[src/rtl/led_fx_pwm.sv]
// N-channel LED PWM driver with a small effect engine (static, fade, breathe, off).
// Effective duties are latched at the end of each PWM period, so duty changes never glitch mid-period.
module led_fx_pwm #(
  parameter int CHANNELS   = 3,
  parameter int PWM_BITS   = 8,
  parameter int CLK_HZ     = 27000000,
  parameter int STEP_HZ    = 200,
  parameter bit ACTIVE_LOW = 1'b1
) (
  input  logic                         clk,
  input  logic                         rst,
  input  logic [1:0]                   mode,
  input  logic [CHANNELS*PWM_BITS-1:0] duty_in,
  input  logic                         load,
  output logic [CHANNELS-1:0]          pwm_out,
  output logic [CHANNELS*PWM_BITS-1:0] cur_duty,
  output logic                         step_tick,
  output logic                         busy
);
  // state   | meaning
  // STATIC  | eff = cur, cur follows load, cur <= target on entry
  // FADE    | cur steps 1 toward target on each step_tick
  // BREATHE | eff = cur scaled by triangle envelope, env restarts at 0 on entry
  // OFF     | eff = 0, cur holds, target still loads

  localparam int N   = PWM_BITS;
  localparam int DIV = CLK_HZ / STEP_HZ;
  localparam int PW  = (DIV > 1) ? $clog2(DIV) : 1;
  localparam logic [N-1:0]  ENV_MAX  = {N{1'b1}};
  localparam logic [N-1:0]  CNT_LAST = {{(N-1){1'b1}}, 1'b0};
  localparam logic [PW-1:0] PRE_LAST = PW'(DIV - 1);

  typedef enum logic [1:0] {
    M_STATIC  = 2'd0,
    M_FADE    = 2'd1,
    M_BREATHE = 2'd2,
    M_OFF     = 2'd3
  } mode_t;

  mode_t          mode_q, mode_d;
  logic [PW-1:0]  pre_cnt;
  logic [N-1:0]   pwm_cnt;
  logic [N-1:0]   env;
  logic           env_up;
  logic [N-1:0]   duty_ch [CHANNELS];
  logic [N-1:0]   target  [CHANNELS];
  logic [N-1:0]   cur     [CHANNELS];
  logic [N-1:0]   eff     [CHANNELS];
  logic [N-1:0]   eff_lat [CHANNELS];
  logic [2*N-1:0] env_scale;
  logic [2*N-1:0] prod    [CHANNELS];
  logic           period_end;
  logic           enter_static;
  logic           enter_breathe;

  assign step_tick     = (pre_cnt == PRE_LAST);
  assign period_end    = (pwm_cnt == CNT_LAST);
  assign enter_static  = (mode_d == M_STATIC) && (mode_q != M_STATIC);
  assign enter_breathe = (mode_d == M_BREATHE) && (mode_q != M_BREATHE);

  always_comb begin
    cur_duty = '0;
    for (int i = 0; i < CHANNELS; i++) begin
      duty_ch[i]          = duty_in[i*N +: N];
      cur_duty[i*N +: N]  = cur[i];
    end
  end

  always_ff @(posedge clk or negedge rst) begin
    if (!rst) begin
      pre_cnt <= '0;
      pwm_cnt <= '0;
    end else begin
      pre_cnt <= step_tick ? '0 : pre_cnt + PW'(1);
      pwm_cnt <= period_end ? '0 : pwm_cnt + N'(1);
    end
  end

  // Mode FSM: state register
  always_ff @(posedge clk or negedge rst) begin
    if (!rst) mode_q <= M_STATIC;
    else      mode_q <= mode_d;
  end

  // Mode FSM: next state is simply the requested mode, one cycle later
  always_comb begin
    mode_d = mode_t'(mode);
  end

  always_ff @(posedge clk or negedge rst) begin
    if (!rst) begin
      for (int i = 0; i < CHANNELS; i++) begin
        target[i] <= '0;
        cur[i]    <= '0;
      end
    end else begin
      for (int i = 0; i < CHANNELS; i++) begin
        if (load) target[i] <= duty_ch[i];
        if (enter_static) begin
          cur[i] <= load ? duty_ch[i] : target[i];
        end else begin
          unique case (mode_q)
            M_STATIC, M_BREATHE: if (load) cur[i] <= duty_ch[i];
            M_FADE: begin
              // steps toward the target held before this edge
              if (step_tick) begin
                if (cur[i] < target[i])      cur[i] <= cur[i] + N'(1);
                else if (cur[i] > target[i]) cur[i] <= cur[i] - N'(1);
              end
            end
            default: ;
          endcase
        end
      end
    end
  end

  always_ff @(posedge clk or negedge rst) begin
    if (!rst) begin
      env    <= '0;
      env_up <= 1'b1;
    end else if (enter_breathe) begin
      env    <= '0;
      env_up <= 1'b1;
    end else if (mode_q == M_BREATHE && step_tick) begin
      if (env_up) begin
        if (env == ENV_MAX) begin
          env_up <= 1'b0;
          env    <= CNT_LAST;
        end else begin
          env <= env + N'(1);
        end
      end else begin
        if (env == '0) begin
          env_up <= 1'b1;
          env    <= N'(1);
        end else begin
          env <= env - N'(1);
        end
      end
    end
  end

  // Mode FSM: outputs (effective duty per channel)
  always_comb begin
    env_scale = {{N{1'b0}}, env} + (2*N)'(1);
    for (int i = 0; i < CHANNELS; i++) begin
      prod[i] = {{N{1'b0}}, cur[i]} * env_scale;
      eff[i]  = '0;
      unique case (mode_q)
        M_STATIC, M_FADE: eff[i] = cur[i];
        M_BREATHE:        eff[i] = prod[i][2*N-1:N];
        default:          eff[i] = '0;
      endcase
    end
  end

  always_ff @(posedge clk or negedge rst) begin
    if (!rst) begin
      pwm_out <= {CHANNELS{ACTIVE_LOW}};
      for (int i = 0; i < CHANNELS; i++) eff_lat[i] <= '0;
    end else begin
      for (int i = 0; i < CHANNELS; i++) begin
        pwm_out[i] <= (pwm_cnt < eff_lat[i]) ^ ACTIVE_LOW;
        if (period_end) eff_lat[i] <= eff[i];
      end
    end
  end

  always_comb begin
    busy = 1'b0;
    for (int i = 0; i < CHANNELS; i++) begin
      if (cur[i] != target[i]) busy = 1'b1;
    end
    busy = busy && (mode_q == M_FADE);
  end

endmodule

[config.mk]
export PLATFORM = sky130hd
export DESIGN_NAME = led_fx_pwm
export DESIGN_NICKNAME = d
export VERILOG_FILES = /design/src/rtl/led_fx_pwm.sv
export SDC_FILE = /design/constraint.sdc
export NUM_CORES = 1
export LEC_CHECK = 0
export ABC_CLOCK_PERIOD_IN_PS = 6640
export CAP_MARGIN = 10
export CORE_ASPECT_RATIO = 0.75
export CORE_UTILIZATION = 40
export DETAILED_ROUTE_END_ITERATION = 10
export PLACE_DENSITY_LB_ADDON = 0.2
export RECOVER_POWER = 50
export SYNTH_ARGS = -nofsm -noshare
export SYNTH_HDL_FRONTEND = slang
export SYNTH_SLANG_ARGS = --single-unit
[constraint.sdc]
create_clock -name clk -period 6.64 [get_ports clk]
set_clock_uncertainty 0.2 [all_clocks]
set_input_delay 0.996 -clock clk [delete_from_list [all_inputs] [get_ports clk]]
set_output_delay 0.996 -clock clk [all_outputs]
set_load 0.01 [all_outputs]
# == Word-level counts from Yosys, hierarchy flattened ==
# Index checks and enable logic that the tools add are counted.
# totals
out_inout_bits,29
ff_bits,112
word_cells,110
in_bits,29
# classes
muxes,39
addsub,11
n_lt_le_gt_ge,9
n_bitwise,3
reduce_logical,15
n_mul,3
eq_ne,15
# op_table
operator,count
2-to-1 mux 8 bit,24
case mux 8 bit (2 select lines),6
less-than comparator 8 bit,6
multiplier 8 x 9 -> 16 bit,3
adder 8 x 1 -> 8 bit (second input constant),5
subtractor 8 x 1 -> 8 bit (second input constant),4
> comparator 8 bit,3
!= test 8 bit,3
adder 18 x 1 -> 18 bit (second input constant),1
equality test 18 bit (second input constant),1
2-to-1 mux 18 bit,1
equality test 8 bit (second input constant),2
!= test 4 bit (second input constant),3
AND reduction 4 bit,3
adder 8 x 1 -> 9 bit (second input constant),1
zero test 8 bit,1
2-to-1 mux 1 bit,8
!= test 3 bit (second input constant),2
equality test 2 bit (second input constant),2
logical AND 1 bit,4
zero test 2 bit,2
nonzero test 2 bit,2
OR reduction 2 bit,2
NOT 1 bit,3
3 further kinds,3

# == Logic depth before layout (Yosys ltp) ==
# logic_depth
ltp_word,6
ltp_mapped,22

# == Least setup slack after synthesis ==
# No wires, ideal clock.
# synth_path
kind,register to register
start,reg env[4]
end,reg eff_lat[15] in the netlist's numbering
t_arrival_ps,5340
path_buffers,2
period_less_slack_ps,5673
path_slack_ps,967
required_time_ps,6308
stages_incl_launch_ff,21
path_cell_list,dfrtp_1 -> clkbuf_1 -> nand2_1 -> nor4b_1 -> xnor2_1 -> clkbuf_1 -> and2_1 -> fa_1 -> fa_1 -> fa_1 -> inv_1 -> fa_1 -> inv_1 -> ha_1 -> a21o_1 -> a41oi_1 -> nor2b_1 -> a311oi_2 -> a21oi_1 -> xnor2_1 -> o21ai_1
# synth_between
elab_chain_cells,3
# synth_lines
element,line,text
"start, declared",43,logic [N-1:0] env;
"start signal, assigned",131,env <= env + N'(1);
"start signal, assigned",138,env <= env - N'(1);
adder 8 x 1 -> 9 bit,146,"env_scale = {{N{1'b0}}, env} + (2*N)'(1);"
multiplier 8 x 9 -> 16 bit,148,"prod[i] = {{N{1'b0}}, cur[i]} * env_scale;"
case mux 8 bit (2 select lines),150,unique case (mode_q)
"end signal, assigned by index",165,if (period_end) eff_lat[i] <= eff[i];
"end, declared",49,logic [N-1:0] eff_lat [CHANNELS];
# No other way between the ends.
# A chain may end at the register's enable or synchronous reset.

# == Final worst setup path ==
# layout_path
start,reg env[1]
end,reg eff_lat[15] in the netlist's numbering
# Same word-level chain as after synthesis.

==> metrics <==
Max stage delay on crit path 790 ps; Mapped Cells 1496; largest net degree at the start of global routing 65; VDD IR max 0.136 mV; # diodes 0; Final WS setup 514 ps; ratio of final minimum period to clock period 92.3%; Worst setup EP type flip-flop; Setup CP Type reg -> reg; pwr/cell area 172 nW/um2; Final Critical Period 6130 ps; P&R area growth vs syn 11.1%; most frequent CP cell fa_1; CTS max path bufs 2; post-CTS sizing 0; Setup WS pre-CTS 587 ps; Initial DRC Count 710; Leakage 0.00730 uW; Slowest-stage cell, CP xnor2_1; Final GP Congestion 0.909; Syn Nets 1813; register area share after synthesis 21.3%; status finished with violations; Synth Register Bits 112; Yosys Warn Count 0; vias in the first global route 10400; Total Nets Final 1852; H-tree depth 3; most frequent cells in the layout inv_1, ha_1, nor2_1, fa_1, nand2_1; ys flop type dfrtp_1; Initial Utilization 40.7%; Setup TNS Final 0 ps; routed wire length 35100 um; CTS clk-pin slew, worst paths 100 ps; CTS Buf Count 9; headroom to the max-slew limit -101%; DIE WIDTH 212 um; Routed Antenna Nets 0; commonest non-fill, non-tap cell in the layout inv_1; total power 2520 uW; final count of hold timing violations 0; standard-cell rows 57; hold slack 259 ps; clock latency on the worst-skew pair 380 ps; via-per-instance ratio 5.27; Slew @ Worst Pin 3010 ps; DRC errors left 0; postcts setup bufs 0; Mapped Area 13200 um2; Post-synth EDFFs 0; height of the die 159 um; initial antenna violation count 0; RSZ-0062 raised after global routing false; first-pass GRT wire length 57700 um; Worst Path Required 6680 ps; crit path max fanout 10; failing checks max-capacitance violations, max-slew violations; CP Cell Sequence ha_1 > nand3_1 > nor2_1 > xnor2_1 > nor2_1 > fa_1 > fa_1 > fa_1 > inv_1 > fa_1 > inv_1 > ha_1 > a21o_1 > a41oi_1 > nor2b_1 > a311oi_2 > a21oi_1 > xnor2_1 > o21ai_1; I/O Pins 58; Tot GR Track Use 21.9%; Setup Viol. Count Final 0; DRT Pass-1 Iters 7; share of cells above drive strength 1 4.81%; Vias 10500; setup slack, reg-to-reg 510 ps; DR WL/cell 17.7 um; clock root cell clkbuf_16; core area 32400 um2; Hold Crit Class reg -> reg; fin cells 1982; Cell variety after synth 65; total die area 33700 um2; TritonCTS clock tree built; clock sinks 112; GR Overflow Total 0; Placed Cells 1966; Worst Path Arrival 6170 ps; PortBufs 57; hpwl dp 27000 um; max-slew violations 163; Mean Syn Cell Area 8.81 um2; hold_buf cts 0; highest clock rate 0.163 GHz; Startpoint Class flip-flop; max_cap viols 3; Async SR Flop Fraction 100%
power by group:
group | internal, uW | switching, uW | total (uW)
clock | 283 | 344 | 628
sequential | 730 | 150 | 880
combinational | 446 | 568 | 1010
total | 1460 | 1060 | 2520
final cells by class:
type / instances / area (um2)
fill: 3204 / 17700
multi-input combinational: 1111 / 9350
sequential: 112 / 2810
timing repair buffer: 93 / 821
inverter: 208 / 781
tap: 442 / 553
clock buffer: 9 / 225
clock inverter: 7 / 108
worst max-delay path: cells and delay by family (launching register included):
| kind | cells | cell delay [ps] |
|---|---|---|
| adders and majority gates | 6 | 2690 |
| AOI/OAI and AO/OA | 5 | 1020 |
| xor gates and xnor gates | 2 | 970 |
| and+or+nand+nor | 4 | 530 |
| DFF | 1 | 510 |
| buffers and inverters | 2 | 90 |
per-layer routing:
metal | share of wire, % | wire, um | vias up | track usage, %
met4 | 1.3 | 464 | 0 | 4.51
met5 | 0 | 0 | - | 0
li1 | - | - | 5002 | -
met1 | 52 | 18300 | 5166 | 34.9
met2 | 42 | 14600 | 259 | 31.6
met3 | 4.9 | 1720 | 25 | 2.31
stage by stage:
stage / utilization [%] / cell area, um2
after floorplan: - / 13200
after global placement: 44.2 / 14300
after detailed placement: 44.2 / 14300
after CTS: 45.3 / 14700
after global routing: 45.2 / 14600
final: 45.2 / 14600
kinds of logic after synthesis:
group                    synth area share (%)
XOR/XNOR                                 5.71
adder cells (fa/ha/maj)                  34.3
flip-flops                               21.3
AND/OR/NAND/NOR                          16.3
AO/OA/AOI/OAI                            13.7
buffers and inverters                    7.85
multiplexers                            0.721
registers in the layout (all words and copies together) (netlist names):
register / flops
cur_duty: 24
eff_lat: 24
target: 24
pre_cnt: 18
env: 8
pwm_cnt: 8
pwm_out: 3
mode_q: 2
env_up: 1
synthesized netlist by cell type (10+ instances only):
master | n | area share [%]
inv_1 | 207 | 5.9
ha_1 | 165 | 16
nor2_1 | 124 | 3.5
fa_1 | 123 | 19
nand2_1 | 117 | 3.3
dfrtp_1 | 108 | 21
and2_1 | 87 | 4.1
a21oi_1 | 80 | 3.0
o21ai_0 | 78 | 3.0
clkbuf_1 | 56 | 1.6
xnor2_1 | 51 | 3.4
xor2_1 | 35 | 2.3
a21o_1 | 25 | 1.4
nand3_1 | 25 | 0.95
nor2b_1 | 20 | 0.95
nor3_1 | 19 | 0.72
o211ai_1 | 19 | 1.1
nand2b_1 | 15 | 0.71
and3_1 | 11 | 0.52
a221oi_1 | 10 | 0.66
nand4_1 | 10 | 0.47
worst paths after layout:
kind	endpoint	start	depth (start not counted)
max in group asynchronous	cur_duty[16]	rst	2
min reg2reg	pre_cnt[0]	pre_cnt[0]	1
min	pre_cnt[0]	pre_cnt[0]	1
min in group asynchronous	eff_lat[23]	rst	1
max	eff_lat[15]	env[1]	19
max reg2reg	eff_lat[15]	env[1]	19
Power figures use the tool's default switching activity.
